==> config.mk <==
export PLATFORM = sky130hd
export DESIGN_NAME = audio_playback_ctrl
export DESIGN_NICKNAME = d
export VERILOG_FILES = /design/src/rtl/audio_playback_ctrl.sv
export SDC_FILE = /design/constraint.sdc
export NUM_CORES = 1
export LEC_CHECK = 0
export ABC_AREA = 1
export BUFFER_PORTS_ARGS = -buffer_cell sky130_fd_sc_hd__buf_2
export CAP_MARGIN = 10
export CORE_ASPECT_RATIO = 0.9
export CORE_MARGIN = 5
export CORE_UTILIZATION = 30
export CTS_CLUSTER_DIAMETER = 200
export DETAILED_ROUTE_END_ITERATION = 6
export SLEW_MARGIN = 20
export SYNTH_ARGS = -nofsm -noshare
export SYNTH_HDL_FRONTEND = slang
export SYNTH_SLANG_ARGS = --single-unit
==> constraint.sdc <==
create_clock -name i_clk -period 2.5 [get_ports i_clk]
set_clock_uncertainty 0.1 [all_clocks]
set_input_delay 0.25 -clock i_clk [delete_from_list [all_inputs] [get_ports i_clk]]
set_output_delay 0.25 -clock i_clk [all_outputs]
set_load 0.02 [all_outputs]
==> src/rtl/audio_playback_ctrl.sv <==
// Playback sequencer: walks the sample ROM, feeds every sample to the FIR,
// hands raw or filtered samples to the CODEC DAC port and drains the ADC FIFO.
module audio_playback_ctrl #(
  parameter int DATA_WIDTH   = 24,
  parameter int ADDR_WIDTH   = 16,
  parameter int LAST_ADDR    = 47999,
  parameter int ROM_LATENCY  = 1,
  parameter int FILT_LATENCY = 1
) (
  input  logic                  i_clk,
  input  logic                  i_reset,
  input  logic                  i_play,
  input  logic                  i_loop,
  input  logic                  i_rewind,
  input  logic                  i_filt_sel,
  output logic [ADDR_WIDTH-1:0] o_rom_addr,
  input  logic [DATA_WIDTH-1:0] i_rom_q,
  output logic                  o_fir_wr,
  output logic [DATA_WIDTH-1:0] o_fir_din,
  input  logic [DATA_WIDTH-1:0] i_fir_dout,
  input  logic                  i_write_ready,
  output logic                  o_write,
  output logic [DATA_WIDTH-1:0] o_writedata_left,
  output logic [DATA_WIDTH-1:0] o_writedata_right,
  input  logic                  i_read_ready,
  output logic                  o_read,
  output logic                  o_busy,
  output logic                  o_done,
  output logic [2:0]            o_state
);

  // CODEC handshake: a sample is transferred on the single cycle o_write is
  // high; o_write only rises after a cycle in which i_write_ready was sampled 1.
  localparam int MAX_LAT = (ROM_LATENCY > FILT_LATENCY) ? ROM_LATENCY : FILT_LATENCY;
  localparam int CNT_W   = (MAX_LAT > 1) ? $clog2(MAX_LAT + 1) : 1;

  typedef enum logic [2:0] {
    S_IDLE    = 3'd0,
    S_FETCH   = 3'd1,
    S_FEED    = 3'd2,
    S_FWAIT   = 3'd3,
    S_WAIT_WR = 3'd4,
    S_WRITE   = 3'd5
  } state_t;

  state_t                r_state;
  logic [CNT_W-1:0]      r_wait_cnt;
  logic                  r_armed;
  logic [ADDR_WIDTH-1:0] r_rom_addr;
  logic [DATA_WIDTH-1:0] r_fir_din;
  logic [DATA_WIDTH-1:0] r_wdata;
  logic                  r_fir_wr;
  logic                  r_write;
  logic                  r_done;
  logic                  r_read;

  always_ff @(posedge i_clk or posedge i_reset) begin
    if (i_reset) begin
      r_state    <= S_IDLE;
      r_wait_cnt <= '0;
      r_armed    <= 1'b1;
      r_rom_addr <= '0;
      r_fir_din  <= '0;
      r_wdata    <= '0;
      r_fir_wr   <= 1'b0;
      r_write    <= 1'b0;
      r_done     <= 1'b0;
    end else begin
      r_fir_wr <= 1'b0;
      r_write  <= 1'b0;
      r_done   <= 1'b0;
      case (r_state)
        S_IDLE: begin
          if (!i_play) r_armed <= 1'b1;
          if (i_rewind) r_rom_addr <= '0;
          if (i_play && r_armed) begin
            r_wait_cnt <= '0;
            r_state    <= S_FETCH;
          end
        end
        S_FETCH: begin
          if (r_wait_cnt == CNT_W'(ROM_LATENCY - 1)) begin
            r_fir_din  <= i_rom_q;
            r_wait_cnt <= '0;
            r_fir_wr   <= 1'b1;
            r_state    <= S_FEED;
          end else begin
            r_wait_cnt <= r_wait_cnt + CNT_W'(1);
          end
        end
        S_FEED: r_state <= S_FWAIT;
        S_FWAIT: begin
          if (r_wait_cnt == CNT_W'(FILT_LATENCY - 1)) begin
            r_wdata    <= i_filt_sel ? i_fir_dout : r_fir_din;
            r_wait_cnt <= '0;
            r_state    <= S_WAIT_WR;
          end else begin
            r_wait_cnt <= r_wait_cnt + CNT_W'(1);
          end
        end
        S_WAIT_WR: begin
          if (i_write_ready) begin
            r_write <= 1'b1;
            r_state <= S_WRITE;
          end
        end
        S_WRITE: begin
          if (r_rom_addr != ADDR_WIDTH'(LAST_ADDR)) begin
            r_rom_addr <= r_rom_addr + ADDR_WIDTH'(1);
            r_state    <= i_play ? S_FETCH : S_IDLE;
          end else if (i_loop) begin
            r_rom_addr <= '0;
            r_state    <= i_play ? S_FETCH : S_IDLE;
          end else begin
            // End of one-shot playback: stay idle until play is re-pressed.
            r_rom_addr <= '0;
            r_done     <= 1'b1;
            r_armed    <= 1'b0;
            r_state    <= S_IDLE;
          end
        end
        default: r_state <= S_IDLE;
      endcase
    end
  end

  // ADC drain runs on its own; the self-clearing toggle spaces pulses apart.
  always_ff @(posedge i_clk or posedge i_reset) begin
    if (i_reset) r_read <= 1'b0;
    else         r_read <= i_read_ready & ~r_read;
  end

  assign o_rom_addr        = r_rom_addr;
  assign o_fir_wr          = r_fir_wr;
  assign o_fir_din         = r_fir_din;
  assign o_write           = r_write;
  assign o_writedata_left  = r_wdata;
  assign o_writedata_right = r_wdata;
  assign o_read            = r_read;
  assign o_busy            = (r_state != S_IDLE);
  assign o_done            = r_done;
  assign o_state           = r_state;

endmodule

After elaboration in Yosys (flattened, before gate mapping)
Cells that the tools add are included.
- bits in registers: 73
- bits in latches: 0
- memory bits (writable): 0
- bits in read-only memories: 0
- input port bits: 56
- output and inout port bits: 96
- logic and storage cells: 67
- memories: 0
- add/subtract/negate cells: 2
- multipliers: 0
- div/mod/pow operators: 0
- order comparisons: 0
- eq/ne operators: 14
- shift-type cells: 0
- multiplexer cells: 26
- bitwise operators: 3
- reductions and logical operators: 12
- operators by type and width (cell ; number):
    2-to-1 mux 16 bit ; 2
    one-hot mux 16 bit (2 select lines) ; 1
    2-to-1 mux 24 bit ; 1
    one-hot mux 3 bit (6 select lines) ; 1
    adder 16 x 1 -> 16 bit (second input constant) ; 1
    inequality test 16 bit (second input constant) ; 1
    inequality test 2 bit (second input constant) ; 8
    2-to-1 mux 1 bit ; 15
    2-to-1 mux 3 bit ; 4
    AND reduction 2 bit ; 4
    AND reduction 4 bit ; 2
    == test 3 x 2 -> 1 bit (second input constant) ; 2
    == test 3 bit (second input constant) ; 2
    one-hot mux 1 bit (2 select lines) ; 2
    nonzero test 2 bit ; 2
    == test 3 x 1 -> 1 bit (second input constant) ; 1
    zero test 3 bit ; 1
    nonzero test 3 bit ; 1
    inverter 1 bit ; 2
    OR reduction 2 bit ; 1
    adder 1 bit (second input constant) ; 1
    bitwise AND 1 bit ; 1
    logical AND 1 bit ; 1

Longest topological paths before layout
- depth in word-level cells: 4
- mapped depth: 9
- mapped depth without buffers: 8

Worst setup path after synthesis
Ideal clock, no wire load.
- path type: register -> register
- start: reg r_rom_addr[0], in the netlist o_rom_addr[0]
- end: reg r_rom_addr[10], in the netlist o_rom_addr[10]
- library setup time: 0.126 ns
- arrival: 1.371 ns
- data required time: 2.274 ns
- setup slack: 0.903 ns
- cell stages (with the launch flop): 7
- path buffers: 0
- path through: dfrtp_1 -> ha_1 -> nand2_1 -> nor3_1 -> nand3_1 -> nand3_1 -> o21ai_0
- cells in the longest elaborated chain, start to end: 3
- RTL lines (what ; line ; text):
    start: declaration ; 49 ; logic [ADDR_WIDTH-1:0] r_rom_addr;
    start signal: assignment ; 109 ; r_rom_addr <= r_rom_addr + ADDR_WIDTH'(1);
    adder 16 x 1 -> 16 bit / inequality test 16 bit (equally long branches) ; 109, 108 ;
    2-to-1 mux 16 bit (*) ; 108 ; if (r_rom_addr != ADDR_WIDTH'(LAST_ADDR)) begin
    one-hot mux 16 bit (2 select lines) (*) ; 72 ; case (r_state)
Mark *: on every way between the ends. The rest lies on a longest branch, timed or not.
A chain may end at the register's enable or synchronous reset.

Worst setup path after layout
- start: reg r_state[0], in the netlist o_state[0]
- end: out o_busy
- cells in the longest elaborated chain, start to end: 1
- RTL lines (what ; line ; text):
    start: declaration ; 46 ; state_t r_state;
    start signal: assignment ; 110 ; r_state <= i_play ? S_FETCH : S_IDLE;
    start signal: assignment ; 113 ; r_state <= i_play ? S_FETCH : S_IDLE;
    nonzero test 3 bit ; 140 ; assign o_busy = (r_state != S_IDLE);
    end: declaration ; 27 ; output logic o_busy,
No other way between the ends.

==> qor.csv <==
metric,value,unit
grt_pass1_vias,3155,
net-switching-power,2.68,mW
finalSetupViolCount,0,
clock_power_share,20.3,%
fp.dieW,125,um
clkSlewWorstSetupHoldPaths,60,ps
cp_slowest_cell,dfrtp_1,
overflow,0,
timing.critical_path.buf_inv,3,
switching_share,45.8,%
drc_errors,0,
numCtsBuffers,9,
fmax,0.565,GHz
grt_pass1_wl,16000,um
cpPeakStageDelay,460,ps
num_antenna_cells,0,
crit_chain,nor2_1 > inv_1 > nor2_2 > inv_1 > buf_2,
htree_levels,3,
initial_core_util,31.0,%
crit_arrival,1420,ps
dp_hpwl,7510,um
syn_area,3590,sq um
crit_type,flop to output pin,
path_delay_family,flip-flops,
cts_resized,0,
drtAntennaViolNets,0,
dr.pass1.iters,4,
ys_warn_count,0,
ctsRootBufferMaster,clkbuf_16,
clock_latency,340,ps
seq_area_frac_synth,50.2,%
grt_max_degree,51,
power_frac_comb,45.7,%
grt_usage,13.8,%
io_buffers,151,
fin_util,39.9,%
cts.sinks,72,
reg2reg_slack,800,ps
maxSlewHeadroom,46.1,%
period_share,70.8,%
p_int,3.17,mW
final_hold_viol_count,0,
routed_via_density,4.44,
vdd.ir_drop.worst,0.659,mV
min_path_type,primary input to flop,
synth_cell_types,29,
cp-start-kind,flop,
worst_ep_required_time,2150,ps
rsz0062_at_grt,no,
syn_nets,507,
core_area,11600,sq um
p_leak,2.30,nW
cp_max_fo,6,
status,finished clean,
end_kind,output pin,
gp_congestion,0.873,
fp.dieH,114,um
die-area,14300,sq um
antenna_found_initial,0,
p_per_area,1270,nW/um^2
syn_avg_cell_area,7.98,sq um
vias,3284,
worst_pin_slew,809,ps
drv_slew,0,
ios,152,
syn_inst,450,
syn2layout_area_growth,28.5,%
drv_cap,0,
cts_tree,done,
crit_top_cell,inv_1,
layout.nets,636,
drive_above_1_share,31.7,%
fin_crit,1770,ps
clock_path_buffers,2,
ys_ff_latch,72,
wl,9930,um
rows,37,
setup_tns,0,ps
seqPwrFrac,34.1,%
post_drt_wl_per_cell,13.4,um
nFillCells,1219,
drtIter0Drc,279,
whs,15.3,ps
metal layers:
metal  vias up  part of all wire [%]  track usage, %
li1       1669                     -               -
met1      1496                    43            17.6
met2       106                    49            22.2
met3        13                   6.0            3.32
met4         0                   2.0            6.79
met5         -                     0               0
Yosys cell counts:
library cell / instances / area, sq um
a21oi_1: 51 / 255
buf_2: 6 / 30.0
buf_4: 26 / 195
buf_6: 3 / 33.8
clkbuf_1: 5 / 18.8
dfrtp_1: 71 / 1780
dfstp_2: 1 / 26.3
ha_1: 1 / 12.5
inv_1: 46 / 173
inv_2: 3 / 11.3
nand2_1: 85 / 319
nand2_2: 2 / 12.5
nand3_1: 17 / 85.1
nand3_4: 1 / 17.5
nand4_1: 3 / 18.8
nor2_1: 75 / 282
nor2_2: 3 / 18.8
nor3_1: 3 / 15.0
nor3_2: 1 / 10.0
nor3_4: 1 / 16.3
nor4_1: 1 / 6.26
o211ai_1: 1 / 7.51
o21ai_0: 28 / 140
o21ai_1: 4 / 20.0
o21bai_1: 5 / 37.5
o22ai_1: 1 / 6.26
o31ai_1: 1 / 7.51
or2_2: 2 / 12.5
xor2_1: 3 / 26.3
sequential cells by signal (all words and copies together), names as in the netlist, 3 cells and up:
name,cells
o_fir_din,24
o_rom_addr,16
o_state,3
o_writedata_left,24
power groups by stage:
stage	Clock, mW	Combinational (mW)	Sequential, mW
2_1_floorplan	0	1.51	2.52
3_3_place_gp	0	2.69	2.00
3_5_place_dp	0	2.71	2.02
4_1_cts	1.23	2.72	2.01
5_1_grt	1.28	2.95	2.08
6_report	1.19	2.67	1.99
through the flow:
stage               setup slack (ps)  instance area, sq um  total power, mW  instances
detailed placement               814                  4310             4.74        721
CTS                              702                  4620             5.96        739
global placement                 867                  4310             4.69        721
finish                           730                  4620             5.85        739
floorplan                        327                  3590             4.02        450
global route                     603                  4620             6.30        739
logic make-up (layout without fill, tap and decap cells):
group	Yosys count	count (layout)	synth area share [%]
AND/OR/NAND/NOR	194	194	22.6
XOR/XNOR	3	3	0.732
flip-flops	72	72	50.2
buffers and inverters	89	222	12.9
AO/OA/AOI/OAI	91	91	13.2
adder cells (fa/ha/maj)	1	1	0.348
worst reg2reg max path, delay by kind of cell, from the launching register on:
kind / cells / cell delay (ps)
AOI/OAI and AO/OA: 1 / 80
adders and majority gates: 1 / 220
and+or+nand+nor: 4 / 760
DFF: 1 / 420
final cells by class:
type                            count  area (sq um)  area share (%)
Timing Repair Buffer              158           828            17.9
Clock inverter                      5          33.8           0.732
Multi-Input combinational cell    289          1330            28.9
Sequential cell                    72          1800            39.1
Clock buffer                       10           239            5.18
Inverter                           49           184            3.98
Tap cell                          156           195            4.23
path summary, 6_finish.rpt:
kind	startpoint	to	cells past startpoint
worst max-delay path	o_state[0]	o_busy	5
worst min-delay path	i_rom_q[14]	o_fir_din[14]	3
worst max register to register	o_rom_addr[0]	o_rom_addr[10]	6
worst min register to register	o_read	o_read	1
max in group asynchronous	i_reset	o_writedata_left[22]	4
min in group asynchronous	i_reset	o_rom_addr[3]	3
placed cells by master, fill, tap and decap left out, types with 3 or more instances in the layout:
| cell | count |
|---|---|
| buf_2 | 151 |
| nand2_1 | 85 |
| nor2_1 | 75 |
| dfrtp_1 | 71 |
| a21oi_1 | 51 |
| inv_1 | 45 |
| o21ai_0 | 28 |
| nand3_1 | 17 |
| clkbuf_16 | 9 |
| o21bai_1 | 5 |
| inv_2 | 4 |
| o21ai_1 | 4 |
| nor2_2 | 3 |
| nor3_1 | 3 |
| xor2_1 | 3 |
| nand4_1 | 3 |
| dlygate4sd3_1 | 3 |
| buf_4 | 3 |
repair_timing:
item | 4_1_cts | 5_1_grt
setup endpoints to repair | 0 | 0
hold buffers | 3 | 0
setup buffers | 0 | 0
endpoints found under the hold margin | 27 | 0
Power figures use the tool's default switching activity.
